===== src/rtl/dcache_port_sequencer_if.sv =====
// Cache-side request/response bus of the D$ port sequencer.
// master: the sequencer (drives req/addr/we/wdata/be, receives gnt/rvalid/rdata).
// slave:  the D$ port (accepts requests, returns in-order load data).
//   req    request valid, held with a stable payload until gnt
//   addr   request address
//   we     1 = store, 0 = load
//   wdata  store data
//   be     byte enables
//   gnt    request accepted this cycle
//   rvalid load data valid (in order of accepted loads)
//   rdata  load data
interface dcache_port_sequencer_if #(
  parameter int unsigned AddrWidth = 64,
  parameter int unsigned DataWidth = 64
) ();
  logic                   req;
  logic [AddrWidth-1:0]   addr;
  logic                   we;
  logic [DataWidth-1:0]   wdata;
  logic [DataWidth/8-1:0] be;
  logic                   gnt;
  logic                   rvalid;
  logic [DataWidth-1:0]   rdata;

  modport master (output req, addr, we, wdata, be, input gnt, rvalid, rdata);
  modport slave  (input req, addr, we, wdata, be, output gnt, rvalid, rdata);
endinterface


===== src/rtl/dcache_port_sequencer.sv =====
// Shares one D$ request port between NumReq requesters.
// A round-robin arbiter picks a requester in IDLE, latches its payload and replays it on the
// cache port (REQ) until cache gnt. Accepted loads push the requester ID into a FIFO so the
// in-order cache responses are steered back to the issuer. A flush drains all loads and pulses
// flush_ack_o.
// Ports:
//   clk_i, rst_i        clock, asynchronous active-high reset
//   req_*_i             packed per-requester valid/addr/we/wdata/be
//   req_gnt_o           one-hot pulse: request latched
//   rsp_valid_o/rdata_o one-hot load response, data broadcast
//   cache_io            master side of the D$ bus
//   flush_i/flush_ack_o drain request level / completion pulse
//   outstanding_o       in-flight load count
//   spurious_o          sticky: response seen with no load in flight
module dcache_port_sequencer #(
  parameter int unsigned NumReq         = 3,
  parameter int unsigned AddrWidth      = 64,
  parameter int unsigned DataWidth      = 64,
  parameter int unsigned MaxOutstanding = 4,
  localparam int unsigned BeWidth       = DataWidth / 8,
  localparam int unsigned CntWidth      = $clog2(MaxOutstanding + 1)
) (
  input  logic                        clk_i,
  input  logic                        rst_i,
  input  logic [NumReq-1:0]           req_valid_i,
  input  logic [NumReq*AddrWidth-1:0] req_addr_i,
  input  logic [NumReq-1:0]           req_we_i,
  input  logic [NumReq*DataWidth-1:0] req_wdata_i,
  input  logic [NumReq*BeWidth-1:0]   req_be_i,
  output logic [NumReq-1:0]           req_gnt_o,
  output logic [NumReq-1:0]           rsp_valid_o,
  output logic [DataWidth-1:0]        rsp_rdata_o,
  dcache_port_sequencer_if.master     cache_io,
  input  logic                        flush_i,
  output logic                        flush_ack_o,
  output logic [CntWidth-1:0]         outstanding_o,
  output logic                        spurious_o
);
  localparam int unsigned IdxW = (NumReq > 1) ? $clog2(NumReq) : 1;
  localparam int unsigned PtrW = (MaxOutstanding > 1) ? $clog2(MaxOutstanding) : 1;

  typedef enum logic [1:0] {StIdle, StReq, StDrain} state_e;

  state_e               state_q;
  logic [IdxW-1:0]      rr_q, id_q;
  logic [AddrWidth-1:0] addr_q;
  logic                 we_q;
  logic [DataWidth-1:0] wdata_q;
  logic [BeWidth-1:0]   be_q;
  logic [IdxW-1:0]      fifo_q [MaxOutstanding];
  logic [PtrW-1:0]      wptr_q, rptr_q;
  logic [CntWidth-1:0]  cnt_q;
  logic                 spurious_q;

  logic [NumReq-1:0] elig;
  logic              found, grant, push, pop;
  logic [IdxW-1:0]   win;
  int unsigned       idx;

  // Round-robin pick: first eligible index at or after rr_q, wrapping. Loads are only eligible
  // while the registered count leaves room in the ID FIFO.
  always_comb begin
    found = 1'b0;
    win   = '0;
    idx   = 0;
    for (int unsigned i = 0; i < NumReq; i++) begin
      elig[i] = req_valid_i[i] && (req_we_i[i] || (cnt_q < CntWidth'(MaxOutstanding)));
    end
    for (int unsigned k = 0; k < NumReq; k++) begin
      idx = (32'(rr_q) + k) % NumReq;
      if (!found && elig[idx]) begin
        found = 1'b1;
        win   = IdxW'(idx);
      end
    end
  end

  // Grant is gated by reset so outputs stay quiet while rst_i is held.
  assign grant = (state_q == StIdle) && !flush_i && found && !rst_i;
  assign push  = (state_q == StReq) && cache_io.gnt && !we_q;
  assign pop   = cache_io.rvalid && (cnt_q != '0);

  always_comb begin
    req_gnt_o   = '0;
    rsp_valid_o = '0;
    if (grant) req_gnt_o[win] = 1'b1;
    if (pop) rsp_valid_o[fifo_q[rptr_q]] = 1'b1;
  end

  assign rsp_rdata_o    = pop ? cache_io.rdata : '0;
  assign flush_ack_o    = (state_q == StDrain) && (cnt_q == '0);
  assign outstanding_o  = cnt_q;
  assign spurious_o     = spurious_q;
  assign cache_io.req   = (state_q == StReq);
  assign cache_io.addr  = addr_q;
  assign cache_io.we    = we_q;
  assign cache_io.wdata = wdata_q;
  assign cache_io.be    = be_q;

  always_ff @(posedge clk_i or posedge rst_i) begin
    if (rst_i) begin
      state_q    <= StIdle;
      rr_q       <= '0;
      id_q       <= '0;
      addr_q     <= '0;
      we_q       <= 1'b0;
      wdata_q    <= '0;
      be_q       <= '0;
      wptr_q     <= '0;
      rptr_q     <= '0;
      cnt_q      <= '0;
      spurious_q <= 1'b0;
      for (int unsigned i = 0; i < MaxOutstanding; i++) fifo_q[i] <= '0;
    end else begin
      case (state_q)
        StIdle: begin
          if (flush_i) begin
            state_q <= StDrain;
          end else if (grant) begin
            state_q <= StReq;
            id_q    <= win;
            addr_q  <= req_addr_i[win*AddrWidth +: AddrWidth];
            we_q    <= req_we_i[win];
            wdata_q <= req_wdata_i[win*DataWidth +: DataWidth];
            be_q    <= req_be_i[win*BeWidth +: BeWidth];
            rr_q    <= (32'(win) == NumReq - 1) ? '0 : win + 1'b1;
          end
        end
        StReq: begin
          if (cache_io.gnt) state_q <= flush_i ? StDrain : StIdle;
        end
        StDrain: begin
          if (cnt_q == '0) state_q <= StIdle;
        end
        default: state_q <= StIdle;
      endcase

      // When full, the pop reads the head slot before the push overwrites it.
      if (push) begin
        fifo_q[wptr_q] <= id_q;
        wptr_q         <= wptr_q + 1'b1;
      end
      if (pop) rptr_q <= rptr_q + 1'b1;
      if (push && !pop) cnt_q <= cnt_q + 1'b1;
      else if (pop && !push) cnt_q <= cnt_q - 1'b1;

      if (cache_io.rvalid && (cnt_q == '0)) spurious_q <= 1'b1;
    end
  end
endmodule


===== src/flat_wrapper.sv =====
// flat-port wrapper written by rule: the top's interface ports become plain ports
module dcache_port_sequencer_flat 
#(
  parameter int unsigned NumReq         = 3,
  parameter int unsigned AddrWidth      = 64,
  parameter int unsigned DataWidth      = 64,
  parameter int unsigned MaxOutstanding = 4,
  localparam int unsigned BeWidth       = DataWidth / 8,
  localparam int unsigned CntWidth      = $clog2(MaxOutstanding + 1)
)
  (clk_i, rst_i, req_valid_i, req_addr_i, req_we_i, req_wdata_i, req_be_i, req_gnt_o, rsp_valid_o, rsp_rdata_o, flush_i, flush_ack_o, outstanding_o, spurious_o, cache_io_req, cache_io_addr, cache_io_we, cache_io_wdata, cache_io_be, cache_io_gnt, cache_io_rvalid, cache_io_rdata);
  dcache_port_sequencer_if #(.AddrWidth(AddrWidth), .DataWidth(DataWidth)) cache_io_i ();
  input  logic clk_i;
  input  logic rst_i;
  input  logic [NumReq-1:0] req_valid_i;
  input  logic [NumReq*AddrWidth-1:0] req_addr_i;
  input  logic [NumReq-1:0] req_we_i;
  input  logic [NumReq*DataWidth-1:0] req_wdata_i;
  input  logic [NumReq*BeWidth-1:0] req_be_i;
  output logic [NumReq-1:0] req_gnt_o;
  output logic [NumReq-1:0] rsp_valid_o;
  output logic [DataWidth-1:0] rsp_rdata_o;
  input  logic flush_i;
  output logic flush_ack_o;
  output logic [CntWidth-1:0] outstanding_o;
  output logic spurious_o;
  output wire logic [$bits(cache_io_i.req)-1:0] cache_io_req;
  output wire logic [$bits(cache_io_i.addr)-1:0] cache_io_addr;
  output wire logic [$bits(cache_io_i.we)-1:0] cache_io_we;
  output wire logic [$bits(cache_io_i.wdata)-1:0] cache_io_wdata;
  output wire logic [$bits(cache_io_i.be)-1:0] cache_io_be;
  input wire logic [$bits(cache_io_i.gnt)-1:0] cache_io_gnt;
  input wire logic [$bits(cache_io_i.rvalid)-1:0] cache_io_rvalid;
  input wire logic [$bits(cache_io_i.rdata)-1:0] cache_io_rdata;
  assign cache_io_req = cache_io_i.req;
  assign cache_io_addr = cache_io_i.addr;
  assign cache_io_we = cache_io_i.we;
  assign cache_io_wdata = cache_io_i.wdata;
  assign cache_io_be = cache_io_i.be;
  assign cache_io_i.gnt = cache_io_gnt;
  assign cache_io_i.rvalid = cache_io_rvalid;
  assign cache_io_i.rdata = cache_io_rdata;
  dcache_port_sequencer #(.NumReq(NumReq), .AddrWidth(AddrWidth), .DataWidth(DataWidth), .MaxOutstanding(MaxOutstanding)) u_core (.clk_i(clk_i), .rst_i(rst_i), .req_valid_i(req_valid_i), .req_addr_i(req_addr_i), .req_we_i(req_we_i), .req_wdata_i(req_wdata_i), .req_be_i(req_be_i), .req_gnt_o(req_gnt_o), .rsp_valid_o(rsp_valid_o), .rsp_rdata_o(rsp_rdata_o), .cache_io(cache_io_i), .flush_i(flush_i), .flush_ack_o(flush_ack_o), .outstanding_o(outstanding_o), .spurious_o(spurious_o));
endmodule

===== config.mk =====
export PLATFORM = sky130hd
export DESIGN_NAME = dcache_port_sequencer_flat
export DESIGN_NICKNAME = d
export VERILOG_FILES = /design/src/rtl/dcache_port_sequencer_if.sv /design/src/rtl/dcache_port_sequencer.sv /design/src/flat_wrapper.sv
export SDC_FILE = /design/constraint.sdc
export NUM_CORES = 1
export LEC_CHECK = 0
export ABC_AREA = 1
export CORE_AREA = 2 2 269 271
export DETAILED_ROUTE_END_ITERATION = 10
export DIE_AREA = 0 0 271 273
export PLACE_DENSITY = 0.36
export RECOVER_POWER = 100
export SYNTH_ARGS = -nofsm -noshare
export SYNTH_HDL_FRONTEND = slang
export SYNTH_SLANG_ARGS = --single-unit
export TNS_END_PERCENT = 30

===== constraint.sdc =====
create_clock -name clk_i -period 7.5 [get_ports clk_i]
set_clock_uncertainty 0.1 [all_clocks]
set_input_delay 2.25 -clock clk_i [delete_from_list [all_inputs] [get_ports clk_i]]
set_output_delay 2.25 -clock clk_i [all_outputs]
set_load 0.01 [all_outputs]

== Yosys cells after proc, flatten, opt, wreduce, memory -nomap -nowiden ==
Cells that the tools add are included.

* Input port bits: 483
* Flip-flop bits (word level): 159
* Word-level logic and storage cells: 118
* Output and inout bits: 213

* Add/subtract/negate cells: 7
* Reduce and logical (&&, ||, !) cells: 34
* Div/mod/pow operators: 3
* Bitwise logic cells: 3
* Eq/ne operators: 6
* Shifts and indexed selects: 3
* Mux-type cells: 36
* Magnitude comparators: 11

{| class="wikitable"
|+ Operators by type and width
! operator !! number
|-
| $shiftx A192 B9 Y64 || 2
|-
| $lt A32 B3 Y1 const B || 3
|-
| $mod A32 B2 Y32 const B || 2
|-
| $mux W64 || 1
|-
| $mod A2 B2 Y32 const B || 1
|-
| $mux W2 || 12
|-
| $shiftx A24 B6 Y8 || 1
|-
| $logic_and A1 B1 Y1 || 18
|-
| $mux W3 || 4
|-
| $mux W1 || 9
|-
| $bmux W1 S2 || 4
|-
| $bwmux W8 || 1
|-
| $logic_not A1 Y1 || 7
|-
| $add A2 B1 Y2 const B || 3
|-
| $ge A3 B3 Y1 const B || 2
|-
| $lt A2 B3 Y1 const B || 2
|-
| $not A2 Y3 || 2
|-
| $pmux W2 S3 || 1
|-
| $reduce_and A3 Y1 || 2
|-
| $bmux W2 S2 || 1
|-
| $demux W1 S2 || 2
|-
| $demux W2 S2 || 1
|-
| $eq A2 B2 Y1 const B || 2
|-
| $ge A2 B1 Y1 const B || 2
|-
| 16 further kinds || 18
|}

== Depth between registers and ports, before layout ==
Gate-level depths: netlist (run 1).

* Depth in word-level cells: 17
* Mapped depth: 17
* Depth with buffers taken out: 15

== Worst setup path after synthesis (run 1) ==
Ideal clock, no wire load.

* Kind: input port to output port
* Start point: input req_we_i[1]
* End point: output req_gnt_o[2]
* Required time: 5,150 ps
* Stages on the path: 13
* Arrival: 3,455 ps
* Slack: 1,695 ps
* Buffers on the path: 2
* Cells stage by stage: inv_1 nand2_1 nand3_1 nand2_1 nor2_4 nand2_1 nand2_1 nand2_1 nand2_2 buf_6 buf_2 nand2_1 inv_1

* Cells in the longest elaborated chain, start to end: 16
* Elaborated cells on any way between the ends: 26
* Those cells by class: order compare (2); mux (15); reduce/logical (9)

{| class="wikitable"
|+ Ends and longest elaborated chain
! item !! line !! RTL
|-
| start: declaration || flat_wrapper.sv:17 || <nowiki>input logic [NumReq-1:0] req_we_i;</nowiki>
|-
| $logic_or A1 B1 Y1 * || dcache_port_sequencer.sv:67 || <nowiki>elig[i] = req_valid_i[i] && (req_we_i[i] || (cnt_q < CntWidth'(MaxOutstanding)));</nowiki>
|-
| $logic_and A1 B1 Y1 * || dcache_port_sequencer.sv:67 ||
|-
| $bmux W1 S2 || dcache_port_sequencer.sv:71 || <nowiki>if (!found && elig[idx]) begin</nowiki>
|-
| $mux W1 (not written as such) || dcache_port_sequencer.sv:71 ||
|-
| $mux W1 || dcache_port_sequencer.sv:71 ||
|-
| $logic_not A1 Y1 || dcache_port_sequencer.sv:71 ||
|-
| $logic_and A1 B1 Y1 || dcache_port_sequencer.sv:71 ||
|-
| $mux W1 || dcache_port_sequencer.sv:71 ||
|-
| $logic_not A1 Y1 || dcache_port_sequencer.sv:71 ||
|-
| $logic_and A1 B1 Y1 || dcache_port_sequencer.sv:71 ||
|-
| $mux W2 || dcache_port_sequencer.sv:71 ||
|-
| $lt A2 B3 Y1 (not written as such) / $ge A2 B1 Y1 (equally long branches) || dcache_port_sequencer.sv:86 || <nowiki>if (grant) req_gnt_o[win] = 1'b1;</nowiki>
|-
| $logic_and A1 B1 Y1 (not written as such) || dcache_port_sequencer.sv:86 ||
|-
| $mux W1 (not written as such) || dcache_port_sequencer.sv:86 ||
|-
| $demux W1 S2 || n/a ||
|-
| $mux W3 * || dcache_port_sequencer.sv:86 ||
|-
| end: declaration || flat_wrapper.sv:20 || <nowiki>output logic [NumReq-1:0] req_gnt_o;</nowiki>
|}

Mark *: on every way between the ends. The rest lies on a longest branch, timed or not. The select of a mux whose other input is x is not followed.

== Worst setup path after layout (run 1) ==
* Start point: input req_we_i[0]
* End point: output req_gnt_o[1]

The elaborated chain is that of the path after synthesis.

==> flow_metrics.tcl, run 1 <==
set metrics [dict create \
    final_area_um2 18200 \
    place_congestion 0.878 \
    synthesis.nets 1990 \
    synth.largest_area_cell "dfrtp_1" \
    area_delta_synth_final_pct 83.7 \
    postCtsHoldBufs 0 \
    place_area_um2 17600 \
    worst_slack_ns 0.443 \
    finalHoldViolations 0 \
    vias 12300 \
    yosysTopAreaCellShare_pct 40.2 \
    max_freq_mhz 142 \
    drc 0 \
    postCtsSetupBuffers 0 \
    reg2reg_to "u_core.cache_io.wdata[58]" \
    synth_area_um2 9890 \
    grt_use_total_pct 15.1 \
    p_leak_nw 8.25 \
    grt_first_pass_wirelength_um 84100 \
    numCtsBuffers 17 \
    cp_max_fo 16 \
    num_antenna_cells 0 \
    routedWlPerCell_um 18.8 \
    antenna_found_initial 1 \
    ios 696 \
    htreeDepth 4 \
    ir_drop_v 0.000317 \
    die_h_um 273 \
    drive_above_1_share_pct 2.67 \
    worstPathRequired_ns 5.15 \
    status "finished, violations left" \
    timing.hold.worst_endpoint "u_core.spurious_o" \
    drt_pass1_iterations 4 \
    synth-seq-area-share_pct 40.2 \
    hp-class "reg -> reg" \
    setup_viol 0 \
    port-buffer-count 695 \
    reg2reg_depth 13 \
    ys_top_cells_by_area "dfrtp_1 40%, nand2_1 20%, a21oi_1 10%" \
    violations "capacitance limit, slew limit" \
    cts_buffer_depth 2 \
    internal_power_mw 3.66 \
    wl_um 58000 \
    slew_headroom_pct -140 \
    holdWs_ns 0.358 \
    min_period_over_period_pct 94.1 \
    max_cap_viol_count 6 \
    grt_pass1_vias 12300 \
    cts_root_buffer "clkbuf_16" \
    cts_resized 0 \
    ys_seq_elements 159 \
    fin_crit_ns 7.06 \
    nets 2615 \
    fp.dieArea_um2 74000 \
    power.share.sequential_pct 19.3 \
    reg2reg_slack_ns 2.10 \
    grt_max_degree 90 \
    layout_common_cells "529 x nand2_1, 483 x clkdlybuf4s50_1, 212 x dlygate4sd3_1" \
    drt-initial-drc-count 439 \
    die_w_um 271 \
    clock_latency_ns 0.48 \
    critPathArrivalTime_ns 4.71 \
    coreArea_um2 71000 \
    finalSetupTns_ns 0 \
    power.share.clock_pct 11.5 \
    hold_depth 1 \
    via_per_inst 3.99 \
    worst_pin_slew_ns 3.59 \
    rsz0062_at_grt "false" \
    switching_share_pct 53.7 \
    synth.avg_cell_area_um2 6.60 \
    final_common_cell "nand2_1" \
    grt_overflow 0 \
    drv_slew 417 \
    utilization_pct 25.6 \
    hpwl_um 43500 \
    worstHoldStart "u_core.spurious_o" \
    netlist_instances 1499 \
    num_rows 98 \
    clk_pin_slew_ns 0.07 \
    cts_sinks 159 \
    crit_type "in -> out" \
    start_util_pct 13.9 \
    ant_nets 0 \
    yosysWarningCount 0 \
    crit_path_start_kind "primary input" \
    r2r_start "u_core.rr_q[0]" \
    tritoncts "built" \
    yosysUniqueCellTypes 31 \
    p_per_area_nw_per_um2 435 \
    endpoint_kind "output port" \
    power_switching_mw 4.25 \
    p_comb_share_pct 69.3 \
    pre_cts_ws_ns 0.631 \
]
[metal layers]
layer  vias up  GRT usage, %  wire length, um
met3        32          3.67             3280
met5         -             0               13
met2       362          28.0            30900
li1       6031             -                -
met1      5895          17.4            23000
met4         2          3.47              753
[stage by stage]
| step | power, mW | cells |
|---|---|---|
| 6_report | 7.91 | 3086 |
| 5_1_grt | 8.66 | 3086 |
| 4_1_cts | 8.28 | 3086 |
| 3_5_place_dp | 7.32 | 3055 |
| 3_3_place_gp | 7.33 | 3055 |
| 2_1_floorplan | 4.90 | 1499 |
[state kept, by name, summed over array words and instances (netlist names)]
register and count:
u_core.state_q 2, u_core.wptr_q 2, u_core.cache_io.be 8, u_core.outstanding_o 3, u_core.id_q 2, u_core.cache_io.we 1
u_core.cache_io.addr 64, u_core.fifo_q 8, u_core.rptr_q 2, u_core.rr_q 2, u_core.spurious_o 1, u_core.cache_io.wdata 64
[synth_stat cells]
| master | instances |
|---|---|
| nor3_1 | 4 |
| nand3_1 | 181 |
| dfrtp_1 | 159 |
| mux2_2 | 1 |
| ha_1 | 7 |
| inv_2 | 3 |
| buf_2 | 40 |
| nand4_2 | 1 |
| xnor2_1 | 2 |
| a21o_1 | 1 |
| o21ai_0 | 13 |
| fa_1 | 1 |
| clkbuf_8 | 1 |
| buf_4 | 18 |
| a32o_1 | 1 |
| xor2_1 | 2 |
| buf_6 | 7 |
| nand2_4 | 1 |
| clkbuf_1 | 29 |
| nor2_1 | 179 |
| nor4_1 | 1 |
| buf_1 | 11 |
| inv_1 | 89 |
| nand2_1 | 529 |
| nand4_1 | 3 |
| nand2_2 | 3 |
| nor4_2 | 1 |
| nor2_4 | 2 |
| a32oi_1 | 1 |
| buf_12 | 1 |
| a21oi_1 | 207 |
[cell type report]
class | count | area [um^2]
well taps | 950 | 1190
repair buffers | 713 | 7070
fillers | 7787 | 52800
clock buffers | 18 | 439
multi-input cells | 1141 | 5000
clock inverters | 13 | 129
flip-flops and latches | 159 | 3980
inverters | 92 | 352
[critical path, stage by stage]
cell and delay [ns]:
clkdlybuf4s50_1 0.45, inv_1 0.08, nand2_1 0.08, nand3_1 0.11, nor2_1 0.05, nor2_1 0.38, nand4_1 0.33, nand2_8 0.24
inv_6 0.08, nand2_1 0.10, inv_1 0.04, clkdlybuf4s50_1 0.51
[worst max-delay path by stage]
stage / start / endpoint / slack (ns)
floorplan: rst_i / u_core.cache_io.addr[0] / 0.86
global placement: req_we_i[1] / req_gnt_o[1] / 0.65
detailed placement: req_we_i[0] / req_gnt_o[1] / 0.63
CTS: req_we_i[0] / req_gnt_o[1] / 0.62
global route: req_we_i[0] / req_gnt_o[0] / 0.23
finish: req_we_i[0] / req_gnt_o[1] / 0.44
[power groups by stage]
stage / Clock (mW) / Sequential (mW) / Combinational, mW
floorplan: 0 / 1.69 / 3.21
global placement: 0 / 1.55 / 5.78
detailed placement: 0 / 1.56 / 5.77
CTS: 0.955 / 1.55 / 5.78
global route: 0.985 / 1.59 / 6.08
finish: 0.907 / 1.52 / 5.48
[cell families (layout without fill, tap and decap cells)]
kind of cell	Yosys count	in the layout	synth area share [%]
AOI/OAI and AO/OA	223	223	11.4
xor gates and xnor gates	4	4	0.354
adders and majority gates	8	8	1.09
buffers and inverters	199	836	9.54
DFF	159	159	40.2
muxes	1	1	0.114
and+or+nand+nor	905	905	37.3
Note: power is estimated with default switching activity, not from simulation.
==> run 2, diff against run 1 <==
CAP_MARGIN = 20   (was default)
REMOVE_ABC_BUFFERS = 1   (was default)
==> run 2 against run 1 <==
  * Sequential power about the same
  * Die area is the same
  * Sequential share of layout area about the same
  * Setup slack got worse by 0.051 ns
  * Count of clock-buffer cells in the layout increased by 2
  * The run still ends with capacitance limit, slew limit left
==> flow_metrics.tcl, run 2 (synthesis gave the netlist of run 1 again) <==
set metrics [dict create \
    grt_max_degree 87 \
    violations "capacitance limit, slew limit" \
    worst_slack_ns 0.392 \
    dp_cells 3059 \
    drt_pass1_iterations 5 \
    cp.depth 12 \
    htreeDepth 4 \
    crit_type "in -> out" \
    clock_latency_ns 0.48 \
    die_h_um 273 \
    cts_buffer_depth 2 \
    max_stage_delay_ns 0.60 \
    num_rows 98 \
    fin_cells 3092 \
    antenna_found_initial 6 \
    grtUsageMet2_pct 27.1 \
    die_w_um 271 \
    crit_path_start_kind "primary input" \
    drt-initial-drc-count 463 \
    path_buf_inv 5 \
    holdWs_ns 0.361 \
    start_util_pct 13.9 \
    vias 12300 \
    fin_crit_ns 7.11 \
    power.share.clock_pct 11.4 \
    hp-class "reg -> reg" \
    routedWlPerCell_um 17.9 \
    cp_max_fo 23 \
    drc 0 \
    nFillCells 7758 \
    critPathArrivalTime_ns 4.76 \
    endpoint_kind "output port" \
    crit_path_cell_trace "clkdlybuf4s50_1 > inv_1 > nand2_1 > nand3_1 > nand2_1 > nor2_4 > nand4_1 > nand2_8 > clkinvlp_2 > nand2_1 > inv_1 > dlygate4sd3_1" \
    area_delta_synth_final_pct 83.8 \
    ios 696 \
    switching_share_pct 53.4 \
    crit_top_cell "nand2_1" \
    tritoncts "built" \
    rsz0062_at_grt "false" \
    finalSetupTns_ns 0 \
    grtUsageMet3_pct 4.72 \
    grt_pass1_vias 12300 \
    nets 2619 \
    drv_slew 347 \
    place_congestion 0.878 \
    cts_root_buffer "clkbuf_16" \
    drive_above_1_share_pct 2.57 \
    grt_util_met1_pct 15.7 \
    slew_headroom_pct -96.6 \
    place_area_um2 17700 \
    grt_overflow 0 \
    hpwl_um 41800 \
    numCtsBuffers 17 \
    worst_pin_slew_ns 2.95 \
    p_leak_nw 8.20 \
    layout_common_cells "530 x nand2_1, 508 x clkdlybuf4s50_1, 207 x a21oi_1" \
    grt_busiest_layer "met2" \
    cts_resized 0 \
    finalHoldViolations 0 \
    internal_power_mw 3.65 \
    max_freq_mhz 141 \
    port-buffer-count 695 \
    cpLargestDelayFamily "buffers and inverters" \
    clk_pin_slew_ns 0.07 \
    postCtsHoldBufs 0 \
    worstPathRequired_ns 5.15 \
    worstSetupEndpoint "req_gnt_o[2]" \
    cpMaxStageDelayCell "dlygate4sd3_1" \
    power_switching_mw 4.19 \
    reg2reg_slack_ns 2.17 \
    ant_nets 0 \
    cts_sinks 159 \
    status "finished, violations left" \
    reg2reg_to "u_core.cache_io.wdata[14]" \
    final_common_cell "nand2_1" \
    postCtsSetupBuffers 0 \
    max_cap_viol_count 6 \
    coreArea_um2 71000 \
    grt_use_total_pct 14.5 \
    p_comb_share_pct 69.3 \
    wl_um 55300 \
    final_area_um2 18200 \
    power.share.sequential_pct 19.4 \
    min_period_over_period_pct 94.8 \
    ir_drop_v 0.000303 \
    r2r_start "u_core.rr_q[0]" \
    crit_start "req_we_i[1]" \
    p_per_area_nw_per_um2 431 \
    pre_cts_ws_ns 0.597 \
    setup_viol 0 \
    via_per_inst 3.97 \
    fp.dieArea_um2 74000 \
    grt_first_pass_wirelength_um 80600 \
    reg2reg_depth 17 \
]
## run 2: how the worst min path moves through the flow
stage,startpoint,endpoint,slack [ns],cells past startpoint
2_1_floorplan,u_core.rptr_q[1],u_core.rptr_q[1],0.34,1
4_1_cts,u_core.rptr_q[1],u_core.rptr_q[1],0.37,1
5_1_grt,u_core.spurious_o,u_core.spurious_o,0.38,1
6_report,u_core.spurious_o,u_core.spurious_o,0.36,1
3_5_place_dp,u_core.spurious_o,u_core.spurious_o,0.36,1
3_3_place_gp,u_core.spurious_o,u_core.spurious_o,0.35,1
## run 2: final cells by class
class / count / area, um^2 / share of cell area [%]
Antenna cell: 1 / 2.50 / 0.0138
Clock buffer: 20 / 457 / 2.51
Clock inverter: 12 / 104 / 0.571
Inverter: 92 / 348 / 1.91
Multi-Input combinational cell: 1141 / 4990 / 27.5
Sequential cell: 159 / 3980 / 21.9
Tap cell: 950 / 1190 / 6.54
Timing Repair Buffer: 717 / 7100 / 39.1
## run 2: power groups by stage
stage | logic [mW] | registers [mW] | clock network, mW
2_1_floorplan | 2.76 | 1.69 | 0
3_3_place_gp | 5.78 | 1.54 | 0
3_5_place_dp | 5.73 | 1.55 | 0
4_1_cts | 5.74 | 1.54 | 0.938
5_1_grt | 6.09 | 1.58 | 0.964
6_report | 5.43 | 1.52 | 0.890
## run 2: per-layer routing
metal	up-vias	share of wire, %
met2	463	53
met4	8	1.2
li1	6021	-
met3	38	7.5
met5	-	0.087
met1	5736	38
## run 2: through the flow
stage	utilization, %	power [mW]
after CTS	25.7	8.22
after global routing	25.6	8.63
after floorplan	-	4.45
after global placement	24.9	7.32
final	25.6	7.84
after detailed placement	24.9	7.27
